**config.mk**
```make
export PLATFORM = sky130hd
export DESIGN_NAME = gcm_ctr_gen
export DESIGN_NICKNAME = d
export VERILOG_FILES = /design/src/rtl/gcm_pkg.sv /design/src/rtl/gcm_ctr_lanes.sv /design/src/rtl/gcm_ctr_gen.sv
export SDC_FILE = /design/constraint.sdc
export NUM_CORES = 1
export LEC_CHECK = 0
export BUFFER_PORTS_ARGS = -buffer_cell sky130_fd_sc_hd__buf_4
export CAP_MARGIN = 20
export CORE_ASPECT_RATIO = 0.6
export CORE_MARGIN = 5
export CORE_UTILIZATION = 45
export CTS_CLUSTER_DIAMETER = 30
export CTS_CLUSTER_SIZE = 24
export DETAILED_ROUTE_END_ITERATION = 10
export GPL_ROUTABILITY_DRIVEN = 0
export GPL_TIMING_DRIVEN = 0
export PLACE_DENSITY = 0.76
export SLEW_MARGIN = 40
export SYNTH_ARGS = -nofsm -noshare
export SYNTH_HDL_FRONTEND = slang
export SYNTH_HIERARCHICAL = 1
export SYNTH_SLANG_ARGS = --single-unit
```
**constraint.sdc**
```tcl
create_clock -name clk -period 4 [get_ports clk]
set_clock_uncertainty 0.15 [all_clocks]
set_input_delay 0.6 -clock clk [delete_from_list [all_inputs] [get_ports clk]]
set_output_delay 0.6 -clock clk [all_outputs]
set_load 0.03 [all_outputs]
```
**src/rtl/gcm_pkg.sv**
```systemverilog
// Shared types and helpers for the GCM counter-block generator.
package gcm_pkg;

    localparam int unsigned CTR_W = 32;

    typedef enum logic [0:0] {
        IDLE,
        RUN
    } ctr_state_t;

    // Operates on the counter word only; callers concatenate the IV around the
    // result, so a wrap from 0xFFFFFFFF to 0 can never carry into the IV.
    function automatic logic [CTR_W-1:0] inc32(input logic [CTR_W-1:0] ctr,
                                               input logic [CTR_W-1:0] n);
        return ctr + n;
    endfunction

endpackage

```
**src/rtl/gcm_ctr_lanes.sv**
```systemverilog
// Combinational lane builder: expands IV, base counter and remaining count into
// LANES counter blocks with lane mask and last flag.
module gcm_ctr_lanes
    import gcm_pkg::*;
#(
    parameter int unsigned IV_W  = 96,
    parameter int unsigned LANES = 1,
    parameter int unsigned NB_W  = 32
) (
    input  logic [IV_W-1:0]                  iv,
    input  logic [CTR_W-1:0]                 ctr,
    input  logic [NB_W-1:0]                  rem,
    output logic [LANES*(IV_W+CTR_W)-1:0]    cb,
    output logic [LANES-1:0]                 lane_mask,
    output logic                             last
);

    localparam int unsigned BLK_W = IV_W + CTR_W;

    always_comb begin
        cb        = '0;
        lane_mask = '0;
        for (int unsigned k = 0; k < LANES; k++) begin
            if (rem > NB_W'(k)) begin
                lane_mask[k]            = 1'b1;
                cb[k*BLK_W +: BLK_W]    = {iv, inc32(ctr, CTR_W'(k))};
            end
        end
        last = (rem <= NB_W'(LANES));
    end

endmodule

```
**src/rtl/gcm_ctr_gen.sv**
```systemverilog
// GCM counter-block generator: accepts (IV, block count), latches J0 and emits
// LANES incrementing counter blocks per beat under valid/ready with flush.
module gcm_ctr_gen
    import gcm_pkg::*;
#(
    parameter int unsigned IV_W  = 96,
    parameter int unsigned LANES = 1,
    parameter int unsigned NB_W  = 32
) (
    input  logic                                 clk,
    input  logic                                 rst,
    input  logic                                 i_valid,
    output logic                                 o_ready,
    input  logic [IV_W-1:0]                      i_iv,
    input  logic [NB_W-1:0]                      i_num_blocks,
    input  logic                                 i_flush,
    output logic                                 o_valid,
    input  logic                                 i_ready,
    output logic [LANES*(IV_W+CTR_W)-1:0]        o_cb,
    output logic [LANES-1:0]                     o_lane_mask,
    output logic                                 o_last,
    output logic [IV_W+CTR_W-1:0]                o_j0,
    output logic                                 o_busy
);

    localparam int unsigned BLK_W = IV_W + CTR_W;

    ctr_state_t               state_q, state_d;
    logic [CTR_W-1:0]         ctr_q, ctr_d;
    logic [NB_W-1:0]          rem_q, rem_d;
    logic [IV_W-1:0]          iv_q, iv_d;
    logic [BLK_W-1:0]         j0_q, j0_d;
    logic                     valid_q, valid_d;
    logic [LANES*BLK_W-1:0]   cb_q;
    logic [LANES-1:0]         mask_q;
    logic                     last_q;

    logic [LANES*BLK_W-1:0]   lane_cb;
    logic [LANES-1:0]         lane_mask;
    logic                     lane_last;
    logic                     hs;
    logic                     accept;

    always_comb begin
        hs      = valid_q && i_ready;
        o_ready = !rst && !i_flush && (state_q == IDLE || (hs && last_q));
        accept  = i_valid && o_ready;

        state_d = state_q;
        ctr_d   = ctr_q;
        rem_d   = rem_q;
        iv_d    = iv_q;
        j0_d    = j0_q;
        valid_d = valid_q;

        if (state_q == RUN && i_flush) begin
            state_d = IDLE;
            valid_d = 1'b0;
        end else begin
            if (hs) begin
                ctr_d = inc32(ctr_q, CTR_W'(LANES));
                rem_d = rem_q - NB_W'(LANES);
                if (last_q) begin
                    state_d = IDLE;
                    valid_d = 1'b0;
                end
            end
            // Evaluated after the handshake so a zero-bubble accept overrides it.
            if (accept) begin
                j0_d = {i_iv, CTR_W'(1)};
                if (i_num_blocks != '0) begin
                    iv_d    = i_iv;
                    ctr_d   = CTR_W'(2);
                    rem_d   = i_num_blocks;
                    state_d = RUN;
                    valid_d = 1'b1;
                end
            end
        end
    end

    // Lanes are built from next-state values so the beat registers load directly.
    gcm_ctr_lanes #(
        .IV_W  (IV_W),
        .LANES (LANES),
        .NB_W  (NB_W)
    ) u_lanes (
        .iv        (iv_d),
        .ctr       (ctr_d),
        .rem       (rem_d),
        .cb        (lane_cb),
        .lane_mask (lane_mask),
        .last      (lane_last)
    );

    always_ff @(posedge clk) begin
        if (rst) begin
            state_q <= IDLE;
            ctr_q   <= '0;
            rem_q   <= '0;
            iv_q    <= '0;
            j0_q    <= '0;
            valid_q <= 1'b0;
            cb_q    <= '0;
            mask_q  <= '0;
            last_q  <= 1'b0;
        end else begin
            state_q <= state_d;
            ctr_q   <= ctr_d;
            rem_q   <= rem_d;
            iv_q    <= iv_d;
            j0_q    <= j0_d;
            valid_q <= valid_d;
            cb_q    <= valid_d ? lane_cb : '0;
            mask_q  <= valid_d ? lane_mask : '0;
            last_q  <= valid_d ? lane_last : 1'b0;
        end
    end

    assign o_valid     = valid_q;
    assign o_cb        = cb_q;
    assign o_lane_mask = mask_q;
    assign o_last      = last_q;
    assign o_j0        = j0_q;
    assign o_busy      = (state_q != IDLE);

endmodule

```
==> impl_summary.txt, run 1 <==
----------------------------------------------------
[Global routing]
  Overall track demand over capacity in global routing ... between 20% and 30%
  Final global-route overflow total ... 0
  Global-route wire length before repair ... roughly 83,000 microns
  Initial antenna violation count ... 2
  Pin count of the biggest net entering global routing ... 15
  Vias in the first global route ... 14.9k

[Yosys]
  Number of synthesized flops with an enable pin ... 0
  Most area-hungry cell type in the Yosys netlist ... sky130_fd_sc_hd__dfxtp_1
  Proportion of synthesized chip area in sequential cells ... a little under half
  Proportion of netlist area held by the largest area contributor ... a little under half
  Synth unique cells ... between 60 and 70
  Fraction of registers with async set/reset ... 0%
  Mapped Area ... approximately 17,000 sq um
  Synthesis Warnings ... 6
  Top post-synthesis cells by area ... sky130_fd_sc_hd__dfxtp_1 (47%), sky130_fd_sc_hd__and2_1 (8.8%), sky130_fd_sc_hd__mux2_2 (6.6%), sky130_fd_sc_hd__nand2_1 (5.4%), sky130_fd_sc_hd__a31oi_1 (5.3%)
  Per-instance average area after synthesis ... roughly 8.7 sq um
  Dominant synthesized flop cell ... sky130_fd_sc_hd__dfxtp_1
  Post-synthesis register bit count ... roughly 390
  Cell count after synthesis ... 1,905

[Timing]
  Max Freq ... roughly 250 MHz
  Number of max-slew violations in the final report ... 0
  Worst max-slew margin expressed relative to the limit ... between 40% and 50%
  Slew @ Worst Pin ... 0.859 ns
  Final setup viols ... 0
  Number of hold violations in the final report ... 0
  Setup tns final ... 0 ns
  Share of the clock period used by the worst path ... 98.1%
  Setup repair after global routing missed its margin ... false
  Minimum clock period ... 3.92 ns
  Smallest hold slack ... about 0.14 ns

[Floorplan]
  CORE AREA ... between 30,000 and 40,000 sq um
  Floorplan die width ... between 200 and 300 microns
  Effective utilization at floorplan ... 45.7%
  Total Die Area ... around 41,000 sq um
  Row cnt ... 54
  Die span in y ... 159 microns
  I/O pin cnt ... 394

[CTS]
  Buffer levels on the longest clock path ... 3
  Count of hold-fix buffers inserted at cts ... 0
  Cell chosen for the clock root ... sky130_fd_sc_hd__clkbuf_16
  Clock net sink count ... around 390
  Number of levels in the clock H-tree ... 2
  Later-pin clock latency in the skew report ... roughly 0.56 ns
  Cts bufs inserted ... 54
  TritonCTS clock tree ... built
  Clock transition at the registers of the reported paths ... 0.06 ns

[Critical path]
  Critical Path Start Type ... register
  Top cell family by delay on the critical path ... buffers and inverters
  Peak fanout along the critical path ... 10
  CP Class ... register to register
  Library cell appearing most often on the critical path ... sky130_fd_sc_hd__clkbuf_1
  Number of buffers and inverters on the critical path ... 5
  Crit path capture type ... register
  Arrival time of data at the critical path endpoint ... roughly 4.2 ns
  Critical path data required time ... 4.29 ns
  Cell Chain, Critical Path ... nand2_1 > clkbuf_1 > clkbuf_1 > o21ai_0 > o2bb2ai_1 > nor4_1 > and4_1 > clkbuf_4 > buf_12 > buf_6 > a31oi_1 > and2_1
  Slowest-stage cell, CP ... sky130_fd_sc_hd__clkbuf_1
  Slowest Stage Delay on Critical Path ... 0.60 ns

[Cells and area]
  Footprint of the flip-flops and latches ... about 7800 sq um
  Number of inserted filler cells in the final layout ... 3,112
  Area growth from synthesis to final layout ... 33.2%
  Layout cell share with drive strength beyond 1 ... roughly 29%
  Footprint of the multi-input gates ... about 7400 sq um
  Net count of the finished layout ... between 2k and 2.5k

[Detailed routing]
  Aggregate routed wire length ... ~54,000 microns
  Total vias in the final route ... 15.3k
  Drt via density ... around 5.3
  First-pass DRT Iterations ... 6
  DRT antenna net count ... 0
  Mean routed wirelength per cell ... 18.8 microns
  DRC errors left ... 0
  Violation count after the first detailed-routing iteration ... 1,292

[Pwr]
  Power density over cell area ... between 400 and 500 nW/um^2
  Worst ir drop on vdd ... approximately 0.34 mV
  LEAKAGE ... approximately 9.5 nW

[Outcome]
  Run status ... finished clean

[Place]
  Port Buf Inserts ... 361
  HPWL reported at the end of detailed placement ... between 40,000 and 50,000 microns

[Hold path]
  Path category of the worst min-delay check ... primary input to register

[Flow run]
  # Max-Cap Violations ... 0

----------------------------------------------------
==> Yosys cell counts (3+ instances only) <==
cell type	n
sky130_fd_sc_hd__mux2_2	97
sky130_fd_sc_hd__nor3_1	24
sky130_fd_sc_hd__nor2_1	88
sky130_fd_sc_hd__mux2i_1	5
sky130_fd_sc_hd__nand3b_1	3
sky130_fd_sc_hd__o22ai_1	3
sky130_fd_sc_hd__o311ai_0	4
sky130_fd_sc_hd__inv_1	147
sky130_fd_sc_hd__and3_1	10
sky130_fd_sc_hd__or3_1	9
sky130_fd_sc_hd__a221o_1	4
sky130_fd_sc_hd__o32ai_1	3
sky130_fd_sc_hd__nor2b_1	3
sky130_fd_sc_hd__clkbuf_2	10
sky130_fd_sc_hd__buf_2	34
sky130_fd_sc_hd__nor4_2	5
sky130_fd_sc_hd__dfxtp_1	389
sky130_fd_sc_hd__xnor2_1	33
sky130_fd_sc_hd__o211ai_1	7
sky130_fd_sc_hd__a21oi_1	113
sky130_fd_sc_hd__buf_1	6
sky130_fd_sc_hd__o21a_1	3
sky130_fd_sc_hd__a22oi_1	4
sky130_fd_sc_hd__buf_6	23
sky130_fd_sc_hd__nor4_1	36
sky130_fd_sc_hd__o21ai_0	10
sky130_fd_sc_hd__clkbuf_1	75
sky130_fd_sc_hd__nand4_1	20
sky130_fd_sc_hd__o211a_1	3
sky130_fd_sc_hd__and4_1	5
sky130_fd_sc_hd__buf_4	35
sky130_fd_sc_hd__a41oi_1	6
sky130_fd_sc_hd__and2_1	233
sky130_fd_sc_hd__nand2_1	238
sky130_fd_sc_hd__nand3_1	32
sky130_fd_sc_hd__a211oi_1	5
sky130_fd_sc_hd__or4_1	5
sky130_fd_sc_hd__nand2b_1	3
sky130_fd_sc_hd__a31oi_1	141
==> cell usage in the layout, fill, tap and decap left out, types with 9 or more instances in the layout <==
cell,synthesis,routed
sky130_fd_sc_hd__buf_4,35,401
sky130_fd_sc_hd__dfxtp_1,389,388
sky130_fd_sc_hd__nand2_1,238,237
sky130_fd_sc_hd__and2_1,233,233
sky130_fd_sc_hd__inv_1,147,147
sky130_fd_sc_hd__a31oi_1,141,141
sky130_fd_sc_hd__a21oi_1,113,112
sky130_fd_sc_hd__mux2_2,97,97
sky130_fd_sc_hd__nor2_1,88,88
sky130_fd_sc_hd__clkbuf_1,75,75
sky130_fd_sc_hd__clkbuf_16,0,57
sky130_fd_sc_hd__xnor2_1,33,33
sky130_fd_sc_hd__buf_2,34,32
sky130_fd_sc_hd__nand3_1,32,32
sky130_fd_sc_hd__nor4_1,36,31
sky130_fd_sc_hd__conb_1,1,31
sky130_fd_sc_hd__buf_6,23,23
sky130_fd_sc_hd__nor3_1,24,22
sky130_fd_sc_hd__nand4_1,20,20
sky130_fd_sc_hd__clkbuf_2,10,14
sky130_fd_sc_hd__and3_1,10,10
sky130_fd_sc_hd__o21ai_0,10,10
sky130_fd_sc_hd__nor4_2,5,9
sky130_fd_sc_hd__or3_1,9,9
sky130_fd_sc_hd__clkinvlp_4,0,9
==> routing by layer <==
| layer | part of all wire, % | vias to the layer above | GRT usage [%] |
|---|---|---|---|
| li1 | - | 7256 | - |
| met1 | 43 | 7097 | 33.6 |
| met2 | 43 | 744 | 38.2 |
| met3 | 9.7 | 157 | 6.84 |
| met4 | 4.3 | 4 | 10.6 |
| met5 | 0.031 | - | 0 |
==> state kept, by name, indices dropped and copies added, names as in the netlist <==
name / cells
o_cb: 128
o_j0: 97
iv_q: 96
ctr_q: 32
rem_q: 32
o_busy: 1
o_lane_mask: 1
o_last: 1
o_valid: 1
==> cells by family after synthesis <==
logic type      after synthesis  synth area share, %
flops                       389                 46.9
compound gates              322                 11.9
buf+inv                     330                 9.62
mux                         102                 6.88
fa+ha+maj                     2                0.151
simple gates                724                 22.7
xor+xnor                     35                 1.85
other cells                   1               0.0226
==> stage by stage <==
stage / instance area [sq um] / util, % / power, mW / instances / setup slack (ns)
CTS: 22000 / 60.5 / 10.3 / 2876 / 0.0193
global placement: 20000 / 55.1 / 5.29 / 2772 / -1.03
global route: 22100 / 60.8 / 10.7 / 2881 / 0.0155
finish: 22100 / 60.8 / 10.3 / 2881 / 0.0771
floorplan: 16700 / - / 4.88 / 1935 / 0.614
detailed placement: 20000 / 55.1 / 5.32 / 2774 / -0.696
==> where the power goes <==
part,total (mW),switching (mW),internal (mW)
clock network,5.00,1.89,3.11
registers,4.03,0.0561,3.97
logic,1.26,0.784,0.478
==> area by class of cell <==
cell class	count	area share, %
Multi-Input combinational cell	1216	33.5
Antenna cell	1	0.0113
Inverter	147	2.50
Buffer	183	4.89
Timing Repair Buffer	368	12.5
Tap cell	476	2.69
Sequential cell	389	35.2
Clock buffer	65	6.77
Clock inverter	36	1.98
==> worst min-delay path: cells and delay by family <==
kind	cells	cell delay, ns
AOI/OAI and AO/OA	1	0.05
buffers and inverters	1	0.11
and+or+nand+nor	1	0.05
==> path summary, 6_finish.rpt <==
kind / slack (ns) / from / end / depth (start not counted)
setup / recovery: 0.08 / o_busy / o_cb[103] / 12
hold / removal: 0.14 / i_iv[48] / o_j0[80] / 3
setup reg to reg: 0.08 / o_busy / o_cb[103] / 12
hold reg to reg: 0.30 / o_j0[34] / o_j0[34] / 2
==> what timing repair did <==
action | CTS | global route
endpoints found under the setup margin | 130 | 130
buffers inserted | 1 | 4
resized for setup | 5 | 18
pin swaps | 0 | 3
(Power assumes the default switching activity.)
==> run 2, diff against run 1 <==
--- a/config.mk
+++ b/config.mk
@@ -10,6 +10,7 @@
 export CORE_ASPECT_RATIO = 0.6
 export CORE_MARGIN = 5
 export CORE_UTILIZATION = 45
+export CTS_BUF_LIST = sky130_fd_sc_hd__clkbuf_2 sky130_fd_sc_hd__clkbuf_4 sky130_fd_sc_hd__clkbuf_8
 export CTS_CLUSTER_DIAMETER = 30
 export CTS_CLUSTER_SIZE = 24
 export DETAILED_ROUTE_END_ITERATION = 10
==> run 2 against run 1 <==
Non-clock buffer count stayed put. Final area shrank 2.9%. Combinational power hardly changed. Worst setup slack improved by 0.015 ns. Clock power down 27%.
==> impl_summary.txt, run 2 (synthesized netlist as in run 1, its figures left out) <==
----------------------------------------------------
[Timing]
  Share of the clock period used by the worst path ... 97.7% (-0.37 points)
  Number of max-slew violations in the final report ... 0 (unchanged)
  Slew @ Worst Pin ... 0.846 ns (-0.0130 ns)
  Final setup viols ... 0 (unchanged)
  Setup repair after global routing missed its margin ... false
  Number of hold violations in the final report ... 0 (unchanged)
  Smallest hold slack ... 0.102 ns (-0.0353 ns)
  Minimum clock period ... 3.91 ns (-0.0150 ns)
  Worst max-slew margin expressed relative to the limit ... 43.6% (+0.87 points)
  Setup tns final ... 0 ns (unchanged)
  Max Freq ... 256 MHz (+0.38%)

[Global routing]
  Vias in the first global route ... 14.8k (-0.78%)
  Overall track demand over capacity in global routing ... 24.8% (-0.23 points)
  Pin count of the biggest net entering global routing ... 15 (unchanged)
  Initial antenna violation count ... 2 (unchanged)
  Final global-route overflow total ... 0 (unchanged)
  Global-route wire length before repair ... 82,600 microns (-0.93%)

[Hold path]
  Path category of the worst min-delay check ... primary input to register

[Floorplan]
  I/O pin cnt ... 394 (unchanged)
  Floorplan die width ... 258 microns (unchanged)
  Row cnt ... 54 (unchanged)
  Total Die Area ... 41,000 sq um (unchanged)
  CORE AREA ... 36,300 sq um (unchanged)
  Effective utilization at floorplan ... 45.7% (unchanged)
  Die span in y ... 159 microns (unchanged)

[Detailed routing]
  Total vias in the final route ... 15.3k (-0.052%)
  Aggregate routed wire length ... 54,100 microns (about the same)
  First-pass DRT Iterations ... 5 (-1)
  Drt via density ... 5.29 (about the same)
  Mean routed wirelength per cell ... 18.8 microns (about the same)
  DRC errors left ... 0 (unchanged)
  Violation count after the first detailed-routing iteration ... 1,351 (+4.6%)
  DRT antenna net count ... 0 (unchanged)

[Outcome]
  Run status ... finished clean

[Cells and area]
  Most used cells in the layout excluding fill and tap cells ... sky130_fd_sc_hd__buf_4 (401), sky130_fd_sc_hd__dfxtp_1 (388), sky130_fd_sc_hd__nand2_1 (237)
  Fin util ... 59.1% (-1.7 points)
  Leading cell type in the layout, fill and taps excluded ... sky130_fd_sc_hd__buf_4
  Layout cell share with drive strength beyond 1 ... 29.0% (+0.12 points)
  Flip-flop count of the largest register, all copies and words added ... 128 (unchanged)
  Area growth from synthesis to final layout ... 29.3%
  Footprint of the flip-flops and latches ... 7790 sq um (unchanged)
  Footprint of the multi-input gates ... 7390 sq um (about the same)
  Net count of the finished layout ... 2,494 (unchanged)
  Number of inserted filler cells in the final layout ... 3,209 (+3.1%)

[CTS]
  TritonCTS clock tree ... built
  Cell chosen for the clock root ... sky130_fd_sc_hd__clkbuf_8
  Later-pin clock latency in the skew report ... 0.60 ns (+0.04 ns)
  Buffer levels on the longest clock path ... 3 (unchanged)
  Count of hold-fix buffers inserted at cts ... 0 (unchanged)
  Clock net sink count ... 389 (unchanged)
  Clock transition at the registers of the reported paths ... 0.08 ns (+0.02 ns)
  Cts bufs inserted ... 54 (unchanged)
  Number of levels in the clock H-tree ... 2 (unchanged)

[Critical path]
  Cell Chain, Critical Path ... and3_1 > o211a_1 > buf_8 > o21ai_1 > buf_4 > buf_4 > buf_2 > a21oi_1 > o22ai_1 > nor4_1 > and4_1 > buf_2 > buf_6 > buf_6 > a31oi_1 > and2_1
  Critical path data required time ... 4.33 ns (+0.04 ns)
  Critical path capture point ... o_cb[103]
  CP Class ... register to register
  Slowest-stage cell, CP ... sky130_fd_sc_hd__dfxtp_1
  Terminus of the critical flop-to-flop path ... o_cb[103]
  Worst reg-to-reg setup slack ... 0.09 ns (about the same)
  Slowest Stage Delay on Critical Path ... 0.42 ns (-0.18 ns)
  Critical path origin ... o_last
  Peak fanout along the critical path ... 10 (unchanged)
  Worst reg2reg path startpoint ... o_last
  Critical Path Start Type ... register
  Crit path capture type ... register
  Worst-case reg-to-reg path depth ... 16 (+4)
  Arrival time of data at the critical path endpoint ... 4.24 ns (+0.02 ns)

[Place]
  HPWL reported at the end of detailed placement ... 40,900 microns (unchanged)
  Port Buf Inserts ... 361 (unchanged)

[Pwr]
  Power density over cell area ... 415 nW/um^2 (-11%)
  LEAKAGE ... 9.21 nW (-2.9%)
  Overall power of the completed layout ... 8.92 mW (-13%)
  Worst ir drop on vdd ... 0.260 mV (-24%)

[Flow run]
  # Max-Cap Violations ... 0 (unchanged)

----------------------------------------------------
run 2: worst min-delay path by stage:
stage | cells after the start | slack, ns | to | from
2_1_floorplan | 2 | 0.32 | rem_q[31] | rem_q[31]
3_3_place_gp | 2 | 0.29 | o_j0[43] | o_j0[43]
3_5_place_dp | 2 | 0.30 | o_j0[94] | o_j0[94]
4_1_cts | 3 | 0.05 | o_j0[121] | i_iv[89]
5_1_grt | 3 | 0.06 | o_j0[83] | i_iv[51]
6_report | 3 | 0.10 | o_j0[121] | i_iv[89]
run 2: stage by stage:
step                      instances  cell area [sq um]  setup WS [ns]
after global placement         2772              20000          -1.03
after CTS                      2876              21400         0.0725
final                          2881              21500         0.0920
after floorplan                1935              16700          0.614
after detailed placement       2774              20000         -0.696
after global routing           2881              21500        0.00203
run 2: layout make-up:
class | count | share of cell area [%]
well taps | 476 | 2.77
flip-flops and latches | 389 | 36.3
clock buffers | 65 | 4.05
clock inverters | 36 | 2.04
plain buffers | 183 | 5.03
diodes | 1 | 0.0117
inverters | 147 | 2.57
multi-input cells | 1216 | 34.4
repair buffers | 368 | 12.8
run 2: timing repair:
item / in CTS / in global routing
pin swaps: 0 / 2
gates resized for setup: 6 / 16
setup endpoints to repair: 130 / 130
setup buffers: 1 / 4
gates cloned: 0 / 0
run 2: worst max-delay path: cells and delay by family (launching register included):
family / cells / cell delay, ns
compound gates: 5 / 0.78
simple gates: 4 / 0.94
flops: 1 / 0.42
buf+inv: 7 / 1.46
run 2: per-layer routing:
layer / up-vias / GRT usage, % / share of wire [%]
li1: 7241 / - / -
met2: 764 / 38.0 / 43
met5: - / 0 / 0
met3: 140 / 6.52 / 9.5
met1: 7105 / 33.5 / 43
met4: 0 / 10.2 / 4.0
run 2: power breakdown:
group	leakage, nW	switching, mW	internal, mW
combinational	5.42	0.785	0.478
clock	0.644	1.72	1.91
sequential	3.15	0.0559	3.97
total	9.21	2.56	6.36
==> run 3, diff against run 2 <==
==> constraint.sdc (replaced) <==
create_clock -name clk -period 3.6 [get_ports clk]
set_clock_uncertainty 0.15 [all_clocks]
set_input_delay 0.54 -clock clk [delete_from_list [all_inputs] [get_ports clk]]
set_output_delay 0.54 -clock clk [all_outputs]
set_load 0.03 [all_outputs]
==> run 3 against run 2 <==
Via count rose by 0.88%. Worst hold slack worse by 0.054 ns. Power rose by 12%. Worst setup slack lost 0.080 ns. Global-route usage grew 0.20 points. Register-to-register slack got worse by 0.08 ns. First-iteration DRC count grew 10%. Sequential cell count unchanged. Core utilization increased by 1.1 points. Largest cell class unchanged. Highest routed layer unchanged.
==> impl_summary.txt, run 3 (synthesized netlist as in run 1, its figures left out) <==
----------------------------------------------------
[CTS]
  Later-pin clock latency in the skew report ... 0.61 ns (about the same)
  Buffer levels on the longest clock path ... 3 (unchanged)
  Clock net sink count ... 389 (unchanged)
  TritonCTS clock tree ... built
  Clock transition at the registers of the reported paths ... 0.08 ns (about the same)
  Cell chosen for the clock root ... sky130_fd_sc_hd__clkbuf_8
  Cts bufs inserted ... 54 (unchanged)
  Number of levels in the clock H-tree ... 2 (unchanged)

[Place]
  Worst setup slack after placement ... -1.04 ns (-0.340 ns)
  Port Buf Inserts ... 361 (unchanged)
  Total cell area at the placement stage ... 20,000 sq um (unchanged)
  HPWL reported at the end of detailed placement ... 40,900 microns (unchanged)

[Floorplan]
  Die span in y ... 159 microns (unchanged)
  CORE AREA ... 36,300 sq um (unchanged)
  Effective utilization at floorplan ... 45.7% (unchanged)
  Total Die Area ... 41,000 sq um (unchanged)
  I/O pin cnt ... 394 (unchanged)
  Row cnt ... 54 (unchanged)
  Floorplan die width ... 258 microns (unchanged)

[Timing]
  Minimum clock period ... 3.59 ns (-0.320 ns)
  Worst Setup Slack, final ... 0.0118 ns (-0.0802 ns)
  Worst max-slew margin expressed relative to the limit ... 41.9% (-1.7 points)
  Number of max-slew violations in the final report ... 0 (unchanged)
  Max Freq ... 279 MHz (+8.9%)
  Number of hold violations in the final report ... 0 (unchanged)
  Setup tns final ... 0 ns (unchanged)
  Slew @ Worst Pin ... 0.871 ns (+0.0254 ns)
  Share of the clock period used by the worst path ... 99.7% (+2.0 points)
  Final setup viols ... 0 (unchanged)
  Smallest hold slack ... 0.0481 ns (-0.0536 ns)

[Flow run]
  # Max-Cap Violations ... 0 (unchanged)

[Pwr]
  Worst ir drop on vdd ... 0.281 mV (+8.2%)
  LEAKAGE ... 9.38 nW (+1.8%)
  Overall power of the completed layout ... 9.99 mW (+12%)
  Power density over cell area ... 457 nW/um^2 (+10%)

[Global routing]
  Routing usage on met3 ... 6.29% (-0.24 points)
  Global-route wire length before repair ... 83,300 microns (+0.85%)
  Final global-route overflow total ... 0 (unchanged)
  Vias in the first global route ... 15.0k (+0.94%)
  Overall track demand over capacity in global routing ... 25.0% (+0.20 points)
  Pin count of the biggest net entering global routing ... 15 (unchanged)
  Top Usage Layer GRT ... met2
  Met2 usage ... 38.6% (+0.67 points)
  Met1 global-route usage ... 33.7% (+0.19 points)
  Initial antenna violation count ... 2 (unchanged)

[Cells and area]
  Net count of the finished layout ... 2,517 (+0.92%)
  Leading cell type in the layout, fill and taps excluded ... sky130_fd_sc_hd__buf_4
  Layout cell share with drive strength beyond 1 ... 30.2% (+1.2 points)
  Flip-flop count of the largest register, all copies and words added ... 128 (unchanged)
  Most used cells in the layout excluding fill and tap cells ... sky130_fd_sc_hd__buf_4 (413), sky130_fd_sc_hd__dfxtp_1 (386), sky130_fd_sc_hd__nand2_1 (236)
  Area growth from synthesis to final layout ... 31.7%
  Summed area of non-filler cells in the final layout ... 21,900 sq um (+1.8%)

[Detailed routing]
  First-pass DRT Iterations ... 6 (+1)
  DRC errors left ... 0 (unchanged)
  Violation count after the first detailed-routing iteration ... 1,486 (+10%)
  Total vias in the final route ... 15.4k (+0.88%)
  Drt via density ... 5.30 (about the same)
  DRT antenna net count ... 0 (unchanged)
  Mean routed wirelength per cell ... 18.8 microns (+0.25%)
  Aggregate routed wire length ... 54,700 microns (+1.1%)

[Critical path]
  Worst-case reg-to-reg path depth ... 12 (-4)
  Arrival time of data at the critical path endpoint ... 3.92 ns (-0.32 ns)
  Worst reg-to-reg setup slack ... 0.01 ns (-0.08 ns)
  Worst reg2reg path startpoint ... o_busy
  Peak fanout along the critical path ... 10 (unchanged)
  Critical Path Start Type ... register
  Crit path capture type ... register
  CP Class ... register to register
  Terminus of the critical flop-to-flop path ... o_cb[103]
  Critical path data required time ... 3.93 ns (-0.40 ns)

[Hold path]
  Path category of the worst min-delay check ... primary input to register
  Worst hold path stage count ... 3 (unchanged)
  Capture endpoint of the worst hold path ... o_j0[120]
  Hold wc startpoint ... i_iv[88]

[Outcome]
  Run status ... finished clean

----------------------------------------------------
run 3: timing repair:
item / 4_1_cts / 5_1_grt
gates cloned: 0 / 2
endpoints found under the setup margin: 130 / 130
pin swaps: 3 / 12
setup buffers: 4 / 11
gates resized for setup: 28 / 42
hold endpoints to repair: 14 / 0
hold buffers: 14 / 0
run 3: per-layer routing:
| metal | vias up | wire, microns |
|---|---|---|
| met5 | - | 0 |
| met4 | 0 | 2360 |
| met3 | 146 | 5320 |
| met2 | 781 | 23700 |
| met1 | 7168 | 23400 |
| li1 | 7289 | - |
run 3: power by group:
part           total, mW  switching [mW]  internal, mW
Combinational       1.47           0.891         0.578
Sequential          4.48          0.0679          4.41
Clock               4.04            1.92          2.13
run 3: worst max-delay path by stage:
stage,from,endpoint,slack [ns]
floorplan,rst,o_cb[100],0.27
global placement,i_ready,o_cb[103],-1.37
detailed placement,i_num_blocks[3],o_cb[54],-1.04
CTS,o_last,o_cb[54],0.003
global route,rem_q[13],o_cb[54],-0.07
finish,o_busy,o_cb[103],0.01
run 3: final cells by class:
type / instances / area [sq um]
clock buffers: 65 / 870
flip-flops and latches: 389 / 7790
well taps: 476 / 596
diodes: 1 / 2.50
plain buffers: 180 / 1110
clock inverters: 36 / 438
fillers: 3159 / 14500
multi-input cells: 1217 / 7490
repair buffers: 393 / 3010
inverters: 147 / 552
run 3: critical path, stage by stage, from the launching register on:
cell	delay, ns
sky130_fd_sc_hd__dfxtp_1	0.39
sky130_fd_sc_hd__and2_1	0.15
sky130_fd_sc_hd__clkbuf_1	0.40
sky130_fd_sc_hd__clkbuf_1	0.63
sky130_fd_sc_hd__nor4_1	0.09
sky130_fd_sc_hd__a221o_1	0.31
sky130_fd_sc_hd__nor4_2	0.31
sky130_fd_sc_hd__and4_1	0.24
sky130_fd_sc_hd__buf_4	0.17
sky130_fd_sc_hd__buf_12	0.18
sky130_fd_sc_hd__buf_6	0.16
sky130_fd_sc_hd__a31oi_1	0.10
sky130_fd_sc_hd__and2_1	0.18
run 3: stage by stage:
stage                     cells  utilization [%]
after floorplan            1935                -
after global placement     2772             55.1
after detailed placement   2774             55.1
after CTS                  2893             59.5
after global routing       2904             60.1
final                      2904             60.1
